**src/rtl/iq_deinterleave.sv**
```systemverilog
`default_nettype none
// ============================================================================
// Module      : iq_deinterleave
// Description : Splits an interleaved little-endian byte stream (I_lo, I_hi,
//               Q_lo, Q_hi) into sign-extended, left-shifted I and Q sample
//               words, written in lock-step to two sample FIFOs.
//               Optional build macro IQ_DEINT_COUNT_EN adds a 32-bit
//               sample_count output counting written I/Q pairs.
// Revision    : 1.0 - initial release
// ============================================================================
module iq_deinterleave #(
    parameter int DATA_SIZE = 32,
    parameter int BITS      = 10
) (
    input  logic                 clock,
    input  logic                 reset,
    input  logic                 in_empty,
    output logic                 in_rd_en,
    input  logic [7:0]           in_dout,
    input  logic                 i_out_full,
    output logic                 i_out_wr_en,
    output logic [DATA_SIZE-1:0] i_out_din,
    input  logic                 q_out_full,
    output logic                 q_out_wr_en,
    output logic [DATA_SIZE-1:0] q_out_din
`ifdef IQ_DEINT_COUNT_EN
    ,
    output logic [31:0]          sample_count
`endif
);

    generate
        if (DATA_SIZE < 16 + BITS) begin : g_cfg_check
            $error("iq_deinterleave: DATA_SIZE must be at least 16+BITS");
        end
    endgenerate

    typedef enum logic [0:0] {
        S_READ  = 1'b0,
        S_WRITE = 1'b1
    } state_t;

    state_t               state_q;
    logic [1:0]           byte_cnt_q;
    logic [7:0]           b0_q;
    logic [7:0]           b1_q;
    logic [7:0]           b2_q;
    logic [DATA_SIZE-1:0] i_din_q;
    logic [DATA_SIZE-1:0] q_din_q;

    logic                 w_pop;
    logic                 w_push;
    logic [15:0]          w_i16;
    logic [15:0]          w_q16;
    logic [DATA_SIZE-1:0] w_i_ext;
    logic [DATA_SIZE-1:0] w_q_ext;

    // Pop is gated by reset so the upstream FIFO is never drained while held.
    assign w_pop  = reset && (state_q == S_READ) && !in_empty;
    assign w_push = (state_q == S_WRITE) && !i_out_full && !q_out_full;

    // Q_hi is taken straight from the FIFO head on the cycle it is popped.
    assign w_i16   = {b1_q, b0_q};
    assign w_q16   = {in_dout, b2_q};
    assign w_i_ext = {{(DATA_SIZE-16){w_i16[15]}}, w_i16};
    assign w_q_ext = {{(DATA_SIZE-16){w_q16[15]}}, w_q16};

    always_ff @(posedge clock or negedge reset) begin
        if (!reset) begin
            state_q    <= S_READ;
            byte_cnt_q <= 2'd0;
            b0_q       <= 8'd0;
            b1_q       <= 8'd0;
            b2_q       <= 8'd0;
            i_din_q    <= '0;
            q_din_q    <= '0;
        end else begin
            case (state_q)
                S_READ: begin
                    if (w_pop) begin
                        byte_cnt_q <= byte_cnt_q + 2'd1;
                        case (byte_cnt_q)
                            2'd0: b0_q <= in_dout;
                            2'd1: b1_q <= in_dout;
                            2'd2: b2_q <= in_dout;
                            default: begin
                                i_din_q <= w_i_ext << BITS;
                                q_din_q <= w_q_ext << BITS;
                                state_q <= S_WRITE;
                            end
                        endcase
                    end
                end
                S_WRITE: begin
                    if (w_push) begin
                        state_q <= S_READ;
                    end
                end
            endcase
        end
    end

    assign in_rd_en    = w_pop;
    assign i_out_wr_en = w_push;
    assign q_out_wr_en = w_push;
    assign i_out_din   = i_din_q;
    assign q_out_din   = q_din_q;

`ifdef IQ_DEINT_COUNT_EN
    logic [31:0] cnt_q;

    always_ff @(posedge clock or negedge reset) begin
        if (!reset) begin
            cnt_q <= 32'd0;
        end else if (w_push) begin
            cnt_q <= cnt_q + 32'd1;
        end
    end

    assign sample_count = cnt_q;
`endif

endmodule
`default_nettype wire

```
**config.mk**
```make
export PLATFORM = sky130hd
export DESIGN_NAME = iq_deinterleave
export DESIGN_NICKNAME = d
export VERILOG_FILES = /design/src/rtl/iq_deinterleave.sv
export SDC_FILE = /design/constraint.sdc
export NUM_CORES = 1
export LEC_CHECK = 0
export CORE_MARGIN = 1.5
export CORE_UTILIZATION = 45
export CTS_BUF_LIST = sky130_fd_sc_hd__clkbuf_2 sky130_fd_sc_hd__clkbuf_4 sky130_fd_sc_hd__clkbuf_8
export CTS_CLUSTER_SIZE = 40
export DETAILED_ROUTE_END_ITERATION = 12
export MAX_ROUTING_LAYER = met4
export PLACE_DENSITY = 0.77
export SETUP_SLACK_MARGIN = 0.1
export SYNTH_ARGS = -nofsm -noshare
export SYNTH_HDL_FRONTEND = slang
export SYNTH_SLANG_ARGS = --single-unit
```
**constraint.sdc**
```tcl
create_clock -name clock -period 2 [get_ports clock]
set_clock_uncertainty 0.2 [all_clocks]
set_input_delay 0.4 -clock clock [delete_from_list [all_inputs] [get_ports clock]]
set_output_delay 0.4 -clock clock [all_outputs]
set_load 0.02 [all_outputs]
```
# Yosys cells after proc, flatten, opt, wreduce, memory -nomap -nowiden
# Cells that the tools add are included.
[classes] mul=0 order_cmp=0 n_eq_ne=2 add_sub_neg=1 reduce_logical=14 muxes=4 div_mod_pow=0 shifts=0 bitwise=2
[op_table] op="3-bit AND reduction" n=4
[op_table] op="1-bit logical AND" n=4
[op_table] op="1-bit logical NOT" n=3
[op_table] op="1-bit 2-to-1 mux" n=3
[op_table] op="3-bit OR reduction" n=1
[op_table] op="2-bit by 1-bit adder with 2-bit output (second input constant)" n=1
[op_table] op="2-bit by 1-bit equality test with 1-bit output (second input constant)" n=1
[op_table] op="2-bit equality test (second input constant)" n=1
[op_table] op="2-bit logical NOT" n=1
[op_table] op="1-bit NOT" n=2
[op_table] op="1-bit case mux with 2 select lines" n=1
[op_table] op="2-bit AND reduction" n=1
[totals] elab_cells=30 ram_bits=0 latch_bits=0 input_bits=13 mem_bits_ro=0 ff_bits=59 output_inout_bits=67 memories=0

# Depth between registers and ports, before layout
# Gate-level depths: netlist (run 1).
[depth] word_depth=5 ltp_mapped=5 depth_no_buf=4

# Least setup slack after synthesis (run 1)
# No wires, ideal clock.
[synth_path] kind="register to register" startpoint="register state_q" endpoint="register byte_cnt_q[1]" path_stages_with_launch=3 arrival_time_ns=1.519 synth_period_minus_slack_ns=1.844 setup_time_ns=0.125 required_time_ns=1.675 n_path_buf=0 setup_slack_ns=0.156 path_cell_list="dfrtp_1 nor3b_1 mux2_2"
[synth_between] elab_chain_cells=4
[synth_rtl] element="start: declaration" line="43" source="state_t state_q;"
[synth_rtl] element="start signal: assignment" line="70" source="state_q <= S_READ;"
[synth_rtl] element="start signal: assignment" line="89" source="state_q <= S_WRITE;"
[synth_rtl] element="start signal: assignment" line="96" source="state_q <= S_READ;"
[synth_rtl] element="1-bit NOT (no source line)"
[synth_rtl] element="1-bit logical AND (2 in series)" line="59" source="assign w_pop = reset && (state_q == S_READ) && !in_empty;"
[synth_rtl] element="named net in_rd_en" line="18" source="output logic in_rd_en,"
[synth_rtl] element="2-bit AND reduction (no source line)"
[synth_rtl] element="end signal: assignment" line="81" source="byte_cnt_q <= byte_cnt_q + 2'd1;"
[synth_rtl] element="end: declaration" line="44" source="logic [1:0] byte_cnt_q;"
# The timed path passes the listed nets, and every way through them passes these cells.
# A chain may end at the register's enable or synchronous reset.

# Final worst setup path (run 1)
[layout_path] startpoint="input port in_empty" endpoint="register q_din_q[21] (netlist: q_out_din[21])"
[layout_between] elab_chain_cells=3
[layout_rtl] element="start: declaration" line="17" source="input logic in_empty,"
[layout_rtl] element="1-bit logical NOT" line="59"
[layout_rtl] element="1-bit logical AND" line="59"
[layout_rtl] element="3-bit AND reduction (no source line)"
[layout_rtl] element="end signal: assignment" line="88" source="q_din_q <= w_q_ext << BITS;"
[layout_rtl] element="end: declaration" line="49" source="logic [DATA_SIZE-1:0] q_din_q;"
# Every way passes these cells.

==> flow_summary.json, run 1 <==
{
  "status": "finished, final reports clean",
  "final_max_slew_viol_count": 0,
  "synth.largest_area_cell": "dfrtp_1",
  "yosysTopAreaCellShare_pct": 54.5,
  "rows": 28,
  "area_growth_pct": 28.8,
  "syn_area_per_cell_sq_um": 15.8,
  "cts_buffers": 9,
  "clock.fmax_mhz": 532,
  "yosysMostFrequentCell": "dfrtp_1",
  "core-area_sq_um": 5850,
  "grt_pass1_wl_um": 7360,
  "period_share_pct": 94.0,
  "ys_seq_area_share_pct": 54.5,
  "synth-seq-cells": 59,
  "fin_crit_ps": 1880,
  "syn_inst": 172,
  "io_pins": 80,
  "placed_area_sq_um": 3270,
  "cp_max_fo": 17,
  "cts_tree": "done",
  "peakVddDrop_v": 0.000811,
  "worst_setup_path_end_kind": "flop",
  "dp_hpwl_um": 3000,
  "io_buffers": 59,
  "worstSetupPathType": "input pin to flop",
  "final_nets": 250,
  "fin_ws_ps": 120,
  "die-area_sq_um": 6500,
  "cts_htree_levels": 3,
  "cts_buffer_depth": 2,
  "clockPowerShare_pct": 23.4,
  "slew_headroom_pct": 54.7,
  "cts.sinks": 59,
  "power_density_nw_per_um2": 1660,
  "die_w_um": 80.6,
  "worstPathRequired_ps": 2010,
  "hp-class": "input pin to async pin",
  "grt_overflow": 0,
  "swShare_pct": 32.3,
  "crit_arrival_ps": 1890,
  "hold_slack_ps": 166,
  "die_h_um": 80.6,
  "ys.flop_type": "dfrtp_1",
  "p_switching_uw": 1870,
  "setup_viol": 0,
  "initial_utilization_pct": 46.3,
  "num_antenna_cells": 0,
  "synthArstFlopShare_pct": 100,
  "drive_gt1_share_pct": 39.9,
  "drt-total-wl_um": 4450,
  "pwr-share-seq_pct": 36.7,
  "drc": 0,
  "track_usage_pct": 16.0,
  "synth_edf_count": 0,
  "antenna_found_initial": 0,
  "antenna_left": 0,
  "vias_per_cell": 4.61,
  "rsz0062_at_grt": "true",
  "cp-start-kind": "input pin",
  "finalHoldViolations": 0,
  "grt_pass1_vias": 1473,
  "synth_warnings": 0,
  "cap_violations": 0,
  "leakage_uw": 0.00174,
  "clk_latency_ps": 330,
  "p_int_uw": 3910,
  "synth_cell_type_count": 16,
  "pwr-share-comb_pct": 39.9,
  "clk_pin_slew_ps": 70,
  "num_vias": 1443,
  "grt_max_degree": 56,
  "final_area_sq_um": 3490,
  "cts-root-buf": "clkbuf_8",
  "tightestPinTransition_ps": 679,
  "netlist_area_sq_um": 2710,
  "drtIter0Drc": 50,
  "wl_per_cell_um": 14.2,
  "first_pass_iters": 4,
  "gp_congestion": 0.717,
  "post-place-ws_ps": -337,
  "netlist_top_cells_area": "dfrtp_1 (54%), mux2_4 (16%), mux2_2 (12%)",
  "ys_top_cells_by_count": "dfrtp_1 (59), buf_4 (33), mux2_4 (29)"
}
==> critical path: stages <==
cell	delay [ps]
clkdlybuf4s50_1	440
buf_4	150
and4bb_2	360
buf_12	190
mux2_2	340
==> path summary, 6_finish.rpt <==
kind	start	slack, ps	cells after the start	to
worst max-delay path	in_empty	120	5	q_out_din[21]
worst min-delay path	reset	170	3	q_out_din[19]
worst max register to register	state_q	210	4	q_out_din[21]
worst min register to register	b0_q[4]	300	1	i_out_din[14]
max in group asynchronous	reset	970	3	q_out_din[22]
min in group clock	b0_q[4]	300	1	i_out_din[14]
==> flip-flops by register name, indices dropped and copies added (netlist names) <==
name        cells
b0_q            8
b1_q            8
b2_q            8
byte_cnt_q      2
i_out_din      16
q_out_din      16
state_q         1
==> cell usage in the layout (no fill, tap or decap) <==
cell type        count
dlymetal6s2s_1       5
or2_2                1
buf_4                6
buf_2                4
nor3b_2              2
dfrtp_1             59
mux2_2              28
and4bb_2             4
clkbuf_4             2
clkdlybuf4s50_1     11
clkbuf_8            10
dlygate4sd3_1        1
clkinvlp_4           1
ha_1                 4
xnor2_1              1
mux2_4              29
conb_1              20
o21a_1               1
inv_1                2
buf_12               5
bufinv_16            3
dlygate4sd2_1       39
==> logic make-up after synthesis <==
| group | count (synthesis) | share of synthesized area (%) |
|---|---|---|
| flip-flops | 59 | 54.5 |
| buffers and inverters | 42 | 12.6 |
| AND/OR/NAND/NOR | 7 | 2.63 |
| XOR/XNOR | 1 | 0.323 |
| AO/OA/AOI/OAI | 1 | 0.277 |
| multiplexers | 57 | 27.7 |
| other | 1 | 0.138 |
| adder cells (fa/ha/maj) | 4 | 1.85 |
==> what timing repair did <==
item                                    4_1_cts  5_1_grt
buffers inserted                              0        0
resized for setup                            55        6
pin swaps                                     0        1
endpoints found under the setup margin       42        9
hold buffers                                  1        0
endpoints found under the hold margin         4        0
==> power groups by stage <==
stage | registers, uW | logic, uW | clock network [uW]
after floorplan | 2470 | 1350 | 0
after global placement | 2140 | 2560 | 0
after detailed placement | 2170 | 2610 | 0
after CTS | 2140 | 2340 | 1380
after global routing | 2210 | 2470 | 1440
final | 2120 | 2310 | 1350
==> layout make-up <==
type | instances | area, sq um
Clock buffer | 12 | 153
Clock inverter | 4 | 97.6
Fill cell | 482 | 2360
Inverter | 2 | 7.51
Multi-Input combinational cell | 90 | 973
Sequential cell | 59 | 1480
Tap cell | 75 | 93.8
Timing Repair Buffer | 71 | 689
==> layer usage <==
metal  vias up  wire (um)  global-route usage, %
met5         -          0                      -
met4         0         63                   7.24
met3         6        236                   4.89
met2        52       2190                   23.9
met1       726       1960                   20.0
li1        659          -                      -
==> metrics by stage <==
| stage | util [%] | power [uW] | TNS [ps] | std cells |
|---|---|---|---|---|
| floorplan | - | 3810 | 0 | 191 |
| global placement | 55.9 | 4690 | -8670 | 296 |
| detailed placement | 55.9 | 4770 | -9690 | 296 |
| CTS | 59.4 | 5870 | 0 | 313 |
| global route | 59.7 | 6120 | 0 | 313 |
| finish | 59.7 | 5780 | 0 | 313 |
Power figures use the tool's default switching activity.
==> inputs of run 2 (changes only) <==
Settings changed: SLEW_MARGIN set to 20.
==> results of run 2 <==
Same layout as run 1: the final DEF is identical, and so are final timing and power.
==> inputs of run 3 (changes only) <==
Settings changed: CELL_PAD_IN_SITES_DETAIL_PLACEMENT set to 0, CELL_PAD_IN_SITES_GLOBAL_PLACEMENT set to 2, CORE_UTILIZATION 45 to 33, PLACE_DENSITY 0.77 to unset, PLACE_DENSITY_LB_ADDON set to 0.1.
==> run 3 against run 2 <==
- count of clock-buffer cells in the layout down 1
- register-to-register slack worse by 20 ps
- via count unchanged
- final area down 0.93%
- combinational power about the same
- maximum frequency up 0.30%
- sequential power about the same
- first-iteration DRC count down 12%
- clock power down 21%
- global-route usage down 3.6 points
- flip-flop and latch count unchanged
==> flow_summary.json, run 3 (synthesis results as in run 1) <==
{
  "cp-start-kind": "input pin",
  "leakage_uw": 0.00170,
  "grt_overflow": 0,
  "io_pins": 80,
  "worst_setup_path_end_kind": "output port",
  "clockPowerShare_pct": 19.5,
  "cts-root-buf": "clkbuf_8",
  "clock.fmax_mhz": 534,
  "tightestPinTransition_ps": 714,
  "placed_area_sq_um": 3280,
  "drc": 0,
  "cts_htree_levels": 3,
  "cpPeakStageDelay_ps": 440,
  "dp_hpwl_um": 3380,
  "final_area_sq_um": 3460,
  "peakVddDrop_v": 0.000502,
  "cts.sinks": 59,
  "cts_tree": "done",
  "dp.cells": 325,
  "die-area_sq_um": 8760,
  "final_nets": 255,
  "track_usage_pct": 12.4,
  "drtIter0Drc": 44,
  "cts_buffers": 9,
  "final_max_slew_viol_count": 0,
  "crit_arrival_ps": 1270,
  "fin_crit_ps": 1870,
  "wl_per_cell_um": 14.3,
  "antenna_left": 0,
  "finalHoldViolations": 0,
  "area_growth_pct": 27.6,
  "nFillCells": 777,
  "vias_per_cell": 4.18,
  "power_density_nw_per_um2": 1580,
  "swShare_pct": 34.1,
  "drive_gt1_share_pct": 41.2,
  "p_switching_uw": 1870,
  "drt-total-wl_um": 4940,
  "initial_utilization_pct": 34.5,
  "ff2ff_setup_slack_ps": 190,
  "cap_violations": 0,
  "setup_viol": 0,
  "r2r-end": "q_out_din[21]",
  "final_common_cell": "dfrtp_1",
  "critical-path-slowest-cell": "clkdlybuf4s50_1",
  "rows": 32,
  "worstSetupPathType": "input pin to output port",
  "rr_worst_depth": 4,
  "cts_buffer_depth": 2,
  "p_int_uw": 3610,
  "final_cell_mix": "dfrtp_1 (59), dlygate4sd2_1 (44), mux2_4 (29)",
  "num_vias": 1443,
  "slew_headroom_pct": 52.4,
  "period_share_pct": 93.7,
  "antenna_found_initial": 0,
  "multi_input_area_sq_um": 973,
  "clk_latency_ps": 330,
  "pwr-share-seq_pct": 38.7,
  "grt_pass1_vias": 1431,
  "cp_cell_sequence": "clkdlybuf4s50_1 -> nor3b_2 -> buf_2",
  "die_h_um": 93.6,
  "reg2reg_from": "state_q",
  "first_pass_iters": 4,
  "hp-class": "input pin to async pin",
  "core-area_sq_um": 7850,
  "num_antenna_cells": 0,
  "worstPathRequired_ps": 1400,
  "die_w_um": 93.6,
  "cp_max_fo": 2,
  "grt_max_degree": 58,
  "regArea_sq_um": 1480,
  "clk_pin_slew_ps": 60,
  "final_cells": 345,
  "io_buffers": 59,
  "pwr-share-comb_pct": 41.8,
  "grt_pass1_wl_um": 7800,
  "rsz0062_at_grt": "true",
  "gp_congestion": 0.652,
  "status": "finished, final reports clean"
}
## run 3: through the flow
stage | power, uW | setup WS (ps) | TNS (ps) | hold slack (ps) | util, %
global route | 5830 | 95.9 | 0 | 269 | 44.1
detailed placement | 4770 | -375 | -9300 | 170 | 41.8
CTS | 5560 | 103 | 0 | 226 | 43.8
floorplan | 3810 | 156 | 0 | -95.6 | -
finish | 5480 | 126 | 0 | 202 | 44.1
global placement | 4720 | -346 | -8190 | 188 | 41.8
## run 3: critical path, delay by kind of cell
family | cells | cell delay [ps]
AND/OR/NAND/NOR | 1 | 230
buffers and inverters | 2 | 640
## run 3: what timing repair did
| action | 4_1_cts | 5_1_grt |
|---|---|---|
| pin swaps | 0 | 1 |
| endpoints found under the setup margin | 47 | 6 |
| setup buffers | 0 | 3 |
| gates resized for setup | 60 | 1 |
| endpoints found under the hold margin | 2 | 0 |
| hold buffers | 1 | 0 |
## run 3: layer usage
layer	global-route usage, %	vias up	part of all wire (%)
met3	5.20	7	4.7
li1	-	669	-
met1	16.2	717	48
met5	-	-	0
met2	17.3	50	46
met4	4.10	0	0.97
## run 3: cell type report
class | count | area share, %
multi-input cells | 90 | 28.1
inverters | 2 | 0.217
repair buffers | 76 | 19.5
clock inverters | 5 | 1.52
flip-flops and latches | 59 | 42.7
well taps | 102 | 3.69
clock buffers | 11 | 4.20
## run 3: worst max path at each step
stage	from	endpoint	cells past startpoint
final	i_out_full	q_out_wr_en	3
after global routing	i_out_full	i_out_wr_en	3
after CTS	in_empty	in_rd_en	4
after detailed placement	i_out_full	i_out_wr_en	3
after global placement	in_empty	in_rd_en	4
after floorplan	state_q	byte_cnt_q[1]	2
## run 3: power by group through the flow
| stage | Combinational, uW | Sequential [uW] | Clock [uW] |
|---|---|---|---|
| floorplan | 1350 | 2470 | 0 |
| global placement | 2580 | 2140 | 0 |
| detailed placement | 2600 | 2170 | 0 |
| CTS | 2310 | 2140 | 1120 |
| global route | 2440 | 2210 | 1180 |
| finish | 2290 | 2120 | 1070 |
